### config.mk
export PLATFORM = sky130hd
export DESIGN_NAME = rx_write_scheduler
export DESIGN_NICKNAME = d
export VERILOG_FILES = /design/src/rtl/rx_write_scheduler.sv
export SDC_FILE = /design/constraint.sdc
export NUM_CORES = 1
export LEC_CHECK = 0
export BUFFER_PORTS_ARGS = -buffer_cell sky130_fd_sc_hd__buf_2
export CAP_MARGIN = 20
export CORE_MARGIN = 2
export CORE_UTILIZATION = 41
export CTS_CLUSTER_DIAMETER = 40
export DETAILED_ROUTE_END_ITERATION = 8
export SKIP_LAST_GASP = 1
export SLEW_MARGIN = 30
export SYNTH_ARGS = -nofsm -noshare
export SYNTH_HDL_FRONTEND = slang
export SYNTH_SLANG_ARGS = --single-unit
### constraint.sdc
create_clock -name aclk -period 11.1 [get_ports aclk]
set_input_delay 3.33 -clock aclk [delete_from_list [all_inputs] [get_ports aclk]]
set_output_delay 3.33 -clock aclk [all_outputs]
set_load 0.03 [all_outputs]
### src/rtl/rx_write_scheduler.sv
// RDMA WRITE receive scheduler: queues parsed headers and splits each message into credit-limited
// DataMover S2MM commands. Define RX_RKEY_CHECK_EN to validate rkey against local_rkey.
module rx_write_scheduler #(
  parameter int C_ADDR_WIDTH      = 32,
  parameter int C_BTT_WIDTH       = 23,
  parameter int RDMA_LENGTH_WIDTH = 32,
  parameter int RDMA_ADDR_WIDTH   = 64,
  parameter int RDMA_RKEY_WIDTH   = 32,
  parameter int OFFSET_LENGTH     = 16,
  parameter int HDR_FIFO_DEPTH    = 8,
  parameter int MAX_OUTSTANDING   = 4,
  parameter int MAX_BURST_BYTES   = 4096,
  parameter logic [4:0][7:0] WRITE_OPCODES = {8'h06, 8'h07, 8'h08, 8'h0A, 8'h01}
) (
  input  logic                         aclk,
  input  logic                         aresetn,
  input  logic                         header_valid,
  input  logic [7:0]                   rdma_opcode,
  input  logic [RDMA_ADDR_WIDTH-1:0]   rdma_remote_addr,
  input  logic [RDMA_RKEY_WIDTH-1:0]   rdma_rkey,
  input  logic [RDMA_LENGTH_WIDTH-1:0] rdma_length,
  input  logic [OFFSET_LENGTH-1:0]     fragment_offset,
  input  logic [RDMA_RKEY_WIDTH-1:0]   local_rkey,
  output logic [C_ADDR_WIDTH+39:0]     m_axis_s2mm_cmd_tdata,
  output logic                         m_axis_s2mm_cmd_tvalid,
  input  logic                         m_axis_s2mm_cmd_tready,
  input  logic                         s2mm_wr_xfer_cmplt,
  output logic [1:0]                   rx_state,
  output logic                         rx_active,
  output logic [3:0]                   outstanding,
  output logic                         write_accepted,
  output logic                         write_complete,
  output logic                         hdr_dropped,
  output logic                         hdr_overflow,
  output logic                         rkey_error
);

  localparam int FIFO_AW = $clog2(HDR_FIFO_DEPTH);
  localparam logic [RDMA_LENGTH_WIDTH-1:0] MAX_BURST_LEN = RDMA_LENGTH_WIDTH'(MAX_BURST_BYTES);
  localparam logic [3:0] MAX_OUT = 4'(MAX_OUTSTANDING);

  typedef enum logic [1:0] {
    ST_IDLE  = 2'd0,
    ST_CHECK = 2'd1,
    ST_ISSUE = 2'd2
  } state_t;

  typedef struct packed {
`ifdef RX_RKEY_CHECK_EN
    logic [RDMA_RKEY_WIDTH-1:0]   rkey;
`endif
    logic [7:0]                   opcode;
    logic [RDMA_LENGTH_WIDTH-1:0] length;
    logic [C_ADDR_WIDTH-1:0]      addr;
  } hdr_t;

  state_t                       state_q;
  logic [C_ADDR_WIDTH-1:0]      addr_q;
  logic [RDMA_LENGTH_WIDTH-1:0] remaining_q;
  logic [7:0]                   opcode_q;
  logic [3:0]                   tag_q;
  logic [3:0]                   outstanding_q;
  logic [15:0]                  flags_q, flags_d;
  logic [3:0]                   flag_wr_idx;
  logic                         overflow_q;

  hdr_t                         fifo_mem [HDR_FIFO_DEPTH];
  hdr_t                         hdr_in;
  hdr_t                         hdr_head;
  logic [FIFO_AW:0]             wr_ptr_q, rd_ptr_q;
  logic                         fifo_empty, fifo_full, fifo_push, fifo_pop;

  logic                         opcode_ok, rkey_bad, drop;
  logic                         last_chunk, cmd_hs, cmplt_ok;
  logic [C_BTT_WIDTH-1:0]       btt;

  // Upper remote-address bits are outside the DDR window by design.
  logic unused_addr_bits;
  assign unused_addr_bits = ^rdma_remote_addr[RDMA_ADDR_WIDTH-1:C_ADDR_WIDTH];

  // --------------------------------------------------------------------------
  // Header FIFO
  // --------------------------------------------------------------------------
  // NOTE: every signal written in always_comb gets a default first, so no path leaves it unassigned (no latch).
  always_comb begin
    hdr_in        = '0;
    hdr_in.addr   = rdma_remote_addr[C_ADDR_WIDTH-1:0] + C_ADDR_WIDTH'(fragment_offset);
    hdr_in.length = rdma_length;
    hdr_in.opcode = rdma_opcode;
`ifdef RX_RKEY_CHECK_EN
    hdr_in.rkey   = rdma_rkey;
`endif
  end

  assign fifo_empty = (wr_ptr_q == rd_ptr_q);
  assign fifo_full  = (wr_ptr_q[FIFO_AW-1:0] == rd_ptr_q[FIFO_AW-1:0]) &&
                      (wr_ptr_q[FIFO_AW] != rd_ptr_q[FIFO_AW]);
  assign fifo_pop   = (state_q == ST_IDLE) && !fifo_empty;
  // A full FIFO still takes a push when the FSM frees a slot in the same cycle.
  assign fifo_push  = header_valid && (!fifo_full || fifo_pop);
  assign hdr_head   = fifo_mem[rd_ptr_q[FIFO_AW-1:0]];

  // NOTE: FIFO storage is deliberately not reset; the pointers alone decide which entries are valid.
  always_ff @(posedge aclk) begin
    if (fifo_push) fifo_mem[wr_ptr_q[FIFO_AW-1:0]] <= hdr_in;
  end

  // NOTE: sequential state is always updated with non-blocking assignments to avoid simulation races.
  always_ff @(posedge aclk or negedge aresetn) begin
    if (!aresetn) begin
      wr_ptr_q   <= '0;
      rd_ptr_q   <= '0;
      overflow_q <= 1'b0;
    end else begin
      if (fifo_push) wr_ptr_q <= wr_ptr_q + (FIFO_AW+1)'(1);
      if (fifo_pop)  rd_ptr_q <= rd_ptr_q + (FIFO_AW+1)'(1);
      overflow_q <= header_valid && !fifo_push;
    end
  end

  // --------------------------------------------------------------------------
  // Header validation
  // --------------------------------------------------------------------------
  always_comb begin
    opcode_ok = 1'b0;
    for (int i = 0; i < 5; i++) begin
      if (opcode_q == WRITE_OPCODES[i]) opcode_ok = 1'b1;
    end
  end

`ifdef RX_RKEY_CHECK_EN
  logic [RDMA_RKEY_WIDTH-1:0] rkey_q;
  assign rkey_bad = (rkey_q != local_rkey);
`else
  logic unused_rkey_inputs;
  assign unused_rkey_inputs = ^{rdma_rkey, local_rkey};
  assign rkey_bad = 1'b0;
`endif

  assign drop = !opcode_ok || (remaining_q == '0) || rkey_bad;

  // --------------------------------------------------------------------------
  // Command generation
  // --------------------------------------------------------------------------
  assign last_chunk = (remaining_q <= MAX_BURST_LEN);
  assign btt        = last_chunk ? C_BTT_WIDTH'(remaining_q) : C_BTT_WIDTH'(MAX_BURST_BYTES);
  assign cmd_hs     = m_axis_s2mm_cmd_tvalid && m_axis_s2mm_cmd_tready;
  assign cmplt_ok   = s2mm_wr_xfer_cmplt && (outstanding_q != 4'd0);

  // Credit only falls while ISSUE waits, so tvalid cannot drop before its handshake.
  assign m_axis_s2mm_cmd_tvalid = (state_q == ST_ISSUE) && (outstanding_q < MAX_OUT);
  assign m_axis_s2mm_cmd_tdata  = (state_q == ST_ISSUE) ?
      {4'h0, tag_q, addr_q, 1'b0, last_chunk, 6'h00, 1'b1, btt} : '0;

  always_ff @(posedge aclk or negedge aresetn) begin
    if (!aresetn) begin
      state_q     <= ST_IDLE;
      addr_q      <= '0;
      remaining_q <= '0;
      opcode_q    <= '0;
      tag_q       <= '0;
`ifdef RX_RKEY_CHECK_EN
      rkey_q      <= '0;
`endif
    end else begin
      case (state_q)
        ST_IDLE: begin
          if (fifo_pop) begin
            addr_q      <= hdr_head.addr;
            remaining_q <= hdr_head.length;
            opcode_q    <= hdr_head.opcode;
`ifdef RX_RKEY_CHECK_EN
            rkey_q      <= hdr_head.rkey;
`endif
            state_q     <= ST_CHECK;
          end
        end
        ST_CHECK: state_q <= drop ? ST_IDLE : ST_ISSUE;
        ST_ISSUE: begin
          if (cmd_hs) begin
            addr_q      <= addr_q + C_ADDR_WIDTH'(btt);
            remaining_q <= remaining_q - RDMA_LENGTH_WIDTH'(btt);
            tag_q       <= tag_q + 4'd1;
            if (last_chunk) state_q <= ST_IDLE;
          end
        end
        default: state_q <= ST_IDLE;
      endcase
    end
  end

  // --------------------------------------------------------------------------
  // Completion tracking: flags_q[0] is the eof flag of the oldest in-flight command.
  // --------------------------------------------------------------------------
  assign flag_wr_idx = outstanding_q - {3'b000, cmplt_ok};

  always_comb begin
    flags_d = flags_q;
    if (cmplt_ok) flags_d = flags_q >> 1;
    if (cmd_hs)   flags_d[flag_wr_idx] = last_chunk;
  end

  always_ff @(posedge aclk or negedge aresetn) begin
    if (!aresetn) begin
      outstanding_q <= '0;
      flags_q       <= '0;
    end else begin
      flags_q <= flags_d;
      case ({cmd_hs, cmplt_ok})
        2'b10:   outstanding_q <= outstanding_q + 4'd1;
        2'b01:   outstanding_q <= outstanding_q - 4'd1;
        default: outstanding_q <= outstanding_q;
      endcase
    end
  end

  // --------------------------------------------------------------------------
  // Status
  // --------------------------------------------------------------------------
  assign rx_state       = state_q;
  assign outstanding    = outstanding_q;
  assign rx_active      = (state_q != ST_IDLE) || (outstanding_q != 4'd0);
  assign write_accepted = (state_q == ST_CHECK) && !drop;
  assign hdr_dropped    = (state_q == ST_CHECK) && drop;
  assign rkey_error     = (state_q == ST_CHECK) && rkey_bad;
  assign write_complete = cmplt_ok && flags_q[0];
  assign hdr_overflow   = overflow_q;

endmodule

==> impl_summary.log <==
[metrics] run status: finished clean
[metrics] required time at the endpoint of the critical path: 7.77 ns
[metrics] gr ovfl total: 0
[metrics] number of buffers created by CTS: 96
[metrics] Worst Hold Slack: 0.465 ns
[metrics] die area: 75,800 um^2
[metrics] effective utilization at floorplan: 0.414
[metrics] Worst Path Arrival: 4.28 ns
[metrics] CTS resizes: 0
[metrics] number of warning messages in the yosys log: 0
[metrics] antenna violations before repair: 3
[metrics] post-synthesis sequential area ratio: 0.662
[metrics] critical path peak fanout: 17
[metrics] most common library cell in the layout ignoring fill and taps: sky130_fd_sc_hd__edfxtp_1
[metrics] Via-to-Cell Ratio: 5.64
[metrics] weighted congestion reported at the end of routability-driven placement: 0.876
[metrics] unrepaired setup endpoints after global routing: no
[metrics] vertical extent of the die: 275 um
[metrics] largest stage delay on the critical path: 0.33 ns
[metrics] hold violation count in the final report: 0
[metrics] gr usage total: 0.197
[metrics] Iter 0 DRT Violations: 1,601
[metrics] path class of the lowest-slack min-delay path: flip-flop to flip-flop
[metrics] Placed Cells: 2,975
[metrics] DRC violation count after routing: 0
[metrics] post-route insts no fill: 3,160
[metrics] Final Net Count: 2,351
[metrics] element type at the critical path start: input port
[metrics] clock net sink count: 683
[metrics] highest clock frequency the design can meet: 131 MHz
[metrics] area added between synthesis and finish: 17.6%
[metrics] clock-pin slew on the worst setup and hold paths: 0.05 ns
[metrics] Tightest Pin Transition: 0.990 ns
[metrics] clock tree skew after final layout: 0.0285 ns
[metrics] Cell Area, Synth: 30,200 um^2
[metrics] Top Ports: 274
[metrics] LEAKAGE: 12.2 nW
[metrics] Placement Rows: 99
[metrics] Async S/R FF share, synth: 0.157
[metrics] highest-count cells in the layout ignoring fill and taps: sky130_fd_sc_hd__edfxtp_1 (576), sky130_fd_sc_hd__buf_2 (154), sky130_fd_sc_hd__mux4_2 (144)
[metrics] number of max-capacitance violations reported: 0
[metrics] max-slew violation total from the final report: 0
[metrics] power per cell area: 220 nW/um^2
[metrics] Crit path top cell by count: sky130_fd_sc_hd__buf_2
[metrics] Synth Flop Type: sky130_fd_sc_hd__edfxtp_1
[metrics] R2R Path Start: remaining_q[1]
[metrics] clock latency reported for the late side of the worst-skew pair: 0.65 ns
[metrics] hold-fix buffers at CTS: 0
[metrics] critical path's slowest cell: sky130_fd_sc_hd__buf_4
[metrics] unique cell type count in the Yosys netlist: 86
[metrics] category of the worst setup path capture point: output pin
[metrics] Setup TNS: 0 ns
[metrics] filler instances: 6,119
[metrics] detailed placement HPWL: 46,100 um
[metrics] global-route wire length before repair: 111,000 um
[metrics] x dimension of the die: 275 um
[metrics] proportion of layout cells with a drive suffix above 1: 0.251
[metrics] number of iterations in the first detailed-routing pass: 6
[metrics] CTS tree: built
[metrics] Routed Antenna Nets: 0
[metrics] Yosys reg bits: 683
[metrics] routed via count: 17.8k
[metrics] Post-synth EDFFs: 576
[metrics] CP startpoint: s2mm_wr_xfer_cmplt
[metrics] pre-CTS WS: 3.50 ns
[metrics] start point of the worst hold path: tag_q[3]
[metrics] number of instances in the synthesized netlist: 1,925
[metrics] maximum buffer depth of the clock tree: 3
[metrics] pin count of the biggest net entering global routing: 82
[metrics] Core Area: 73,000 um^2
[metrics] chain of cells forming the critical path: buf_2 > o41ai_2 > buf_4 > inv_1 > and2_1 > buf_2
[metrics] Slew headroom: 0.340
[metrics] CP Class: input port to output pin
[metrics] Period minus WS final: 7.61 ns
[metrics] clock tree root buffer cell: sky130_fd_sc_hd__clkbuf_16
[metrics] total of buffers placed on input and output ports: 155
[metrics] min setup slack post-route: 3.49 ns
[metrics] Mapped Avg Cell Area: 15.7 um^2
[metrics] number of H-tree branching levels: 3
[metrics] Setup Viol. Count Final: 0
[metrics] via count of the first global-routing pass: 17.6k
[metrics] routed wirelength normalized by instance count: 23.4 um
[metrics] buffers inserted during post-CTS setup optimization: 0
[metrics] Worst IR Drop VDD: 134 uV
[metrics] fraction of the cycle the final worst path needs: 0.685
[metrics] drt total wl: 73,900 um
## through the flow
step,power (mW),cell area (um^2),util
6_report,7.82,35500,0.487
3_5_place_dp,4.73,32100,0.439
5_1_grt,8.13,35500,0.487
4_1_cts,7.86,35400,0.486
2_1_floorplan,4.28,30300,-
3_3_place_gp,4.67,32000,0.439
## Yosys cell counts (7+ instances only)
master                       n  area, um^2
sky130_fd_sc_hd__o21a_1     10        75.1
sky130_fd_sc_hd__nor2b_1    10        62.6
sky130_fd_sc_hd__o31ai_1     7        52.6
sky130_fd_sc_hd__nand2b_1   11        68.8
sky130_fd_sc_hd__a211oi_1   13        97.6
sky130_fd_sc_hd__mux4_2    144        3240
sky130_fd_sc_hd__buf_2      14        70.1
sky130_fd_sc_hd__o211ai_1   11        82.6
sky130_fd_sc_hd__a31oi_1    13        81.3
sky130_fd_sc_hd__a311oi_1    7        61.3
sky130_fd_sc_hd__xor2_1     19         166
sky130_fd_sc_hd__edfxtp_1  576       17300
sky130_fd_sc_hd__a21o_1     11        82.6
sky130_fd_sc_hd__buf_4      22         165
sky130_fd_sc_hd__o22ai_1    11        68.8
sky130_fd_sc_hd__nor4_1     11        68.8
sky130_fd_sc_hd__clkbuf_1   69         259
sky130_fd_sc_hd__a21oi_1    84         420
sky130_fd_sc_hd__o21ai_0    48         240
sky130_fd_sc_hd__buf_1      17        63.8
sky130_fd_sc_hd__mux2_2     12         135
sky130_fd_sc_hd__and2_1     36         225
sky130_fd_sc_hd__nand2_1    81         304
sky130_fd_sc_hd__and3_1     25         156
sky130_fd_sc_hd__dfrtp_1   107        2680
sky130_fd_sc_hd__xnor2_1    38         333
sky130_fd_sc_hd__ha_1       43         538
sky130_fd_sc_hd__nor3_1     39         195
sky130_fd_sc_hd__inv_1      36         135
sky130_fd_sc_hd__nand3_1    40         200
sky130_fd_sc_hd__mux2i_1    89         891
sky130_fd_sc_hd__nor2_1    144         541
sky130_fd_sc_hd__nand4_1    18         113
## path summary, 6_finish.rpt
kind                             endpoint  slack, ns  depth (start not counted)
max                        write_complete       3.49                          6
min                              tag_q[3]       0.47                          1
max reg2reg                    addr_q[24]       5.39                         16
min reg2reg                      tag_q[3]       0.47                          1
max in group asynchronous     flags_q[13]       7.28                          2
min in group asynchronous        tag_q[2]       2.69                          1
## layer usage
layer	global-route usage	routed length, um
met5	0	0
met4	0.0539	1350
met3	0.0290	4410
met2	0.317	35400
met1	0.280	32700
## logic make-up (layout without fill, tap and decap cells)
kind of cell	Yosys count	count (layout)	synth area share
flops	683	683	0.662
other cells	2	31	0.000249
fa+ha+maj	47	47	0.0201
buf+inv	161	408	0.0236
simple gates	451	451	0.0744
compound gates	279	279	0.0618
xor+xnor	57	57	0.0165
mux	245	245	0.141
## critical path, delay by kind of cell
family | cells | cell delay (ns)
and+or+nand+nor | 1 | 0.18
buffers and inverters | 4 | 0.72
AOI/OAI and AO/OA | 1 | 0.04
## final cells by class
class / count / area (um^2) / area share
Clock inverter: 72 / 835 / 0.0235
Inverter: 38 / 144 / 0.00405
Sequential cell: 683 / 20000 / 0.563
Tap cell: 959 / 1200 / 0.0338
Antenna cell: 1 / 2.50 / 0.0000705
Multi-Input combinational cell: 1109 / 9670 / 0.273
Clock buffer: 110 / 2550 / 0.0718
Timing Repair Buffer: 188 / 1110 / 0.0313
## flip-flops by register name, summed over array words and instances, names as in the netlist
name	count
rx_state	2
flags_q	16
addr_q	32
wr_ptr_q	4
fifo_mem	576
outstanding	4
tag_q	4
remaining_q	32
opcode_q	8
rd_ptr_q	4
hdr_overflow	1
## where the power goes
group | internal [mW] | switching (mW) | total (mW)
combinational | 0.417 | 0.874 | 1.29
clock | 1.97 | 1.16 | 3.13
sequential | 3.23 | 0.167 | 3.40
(Power assumes the default switching activity.)
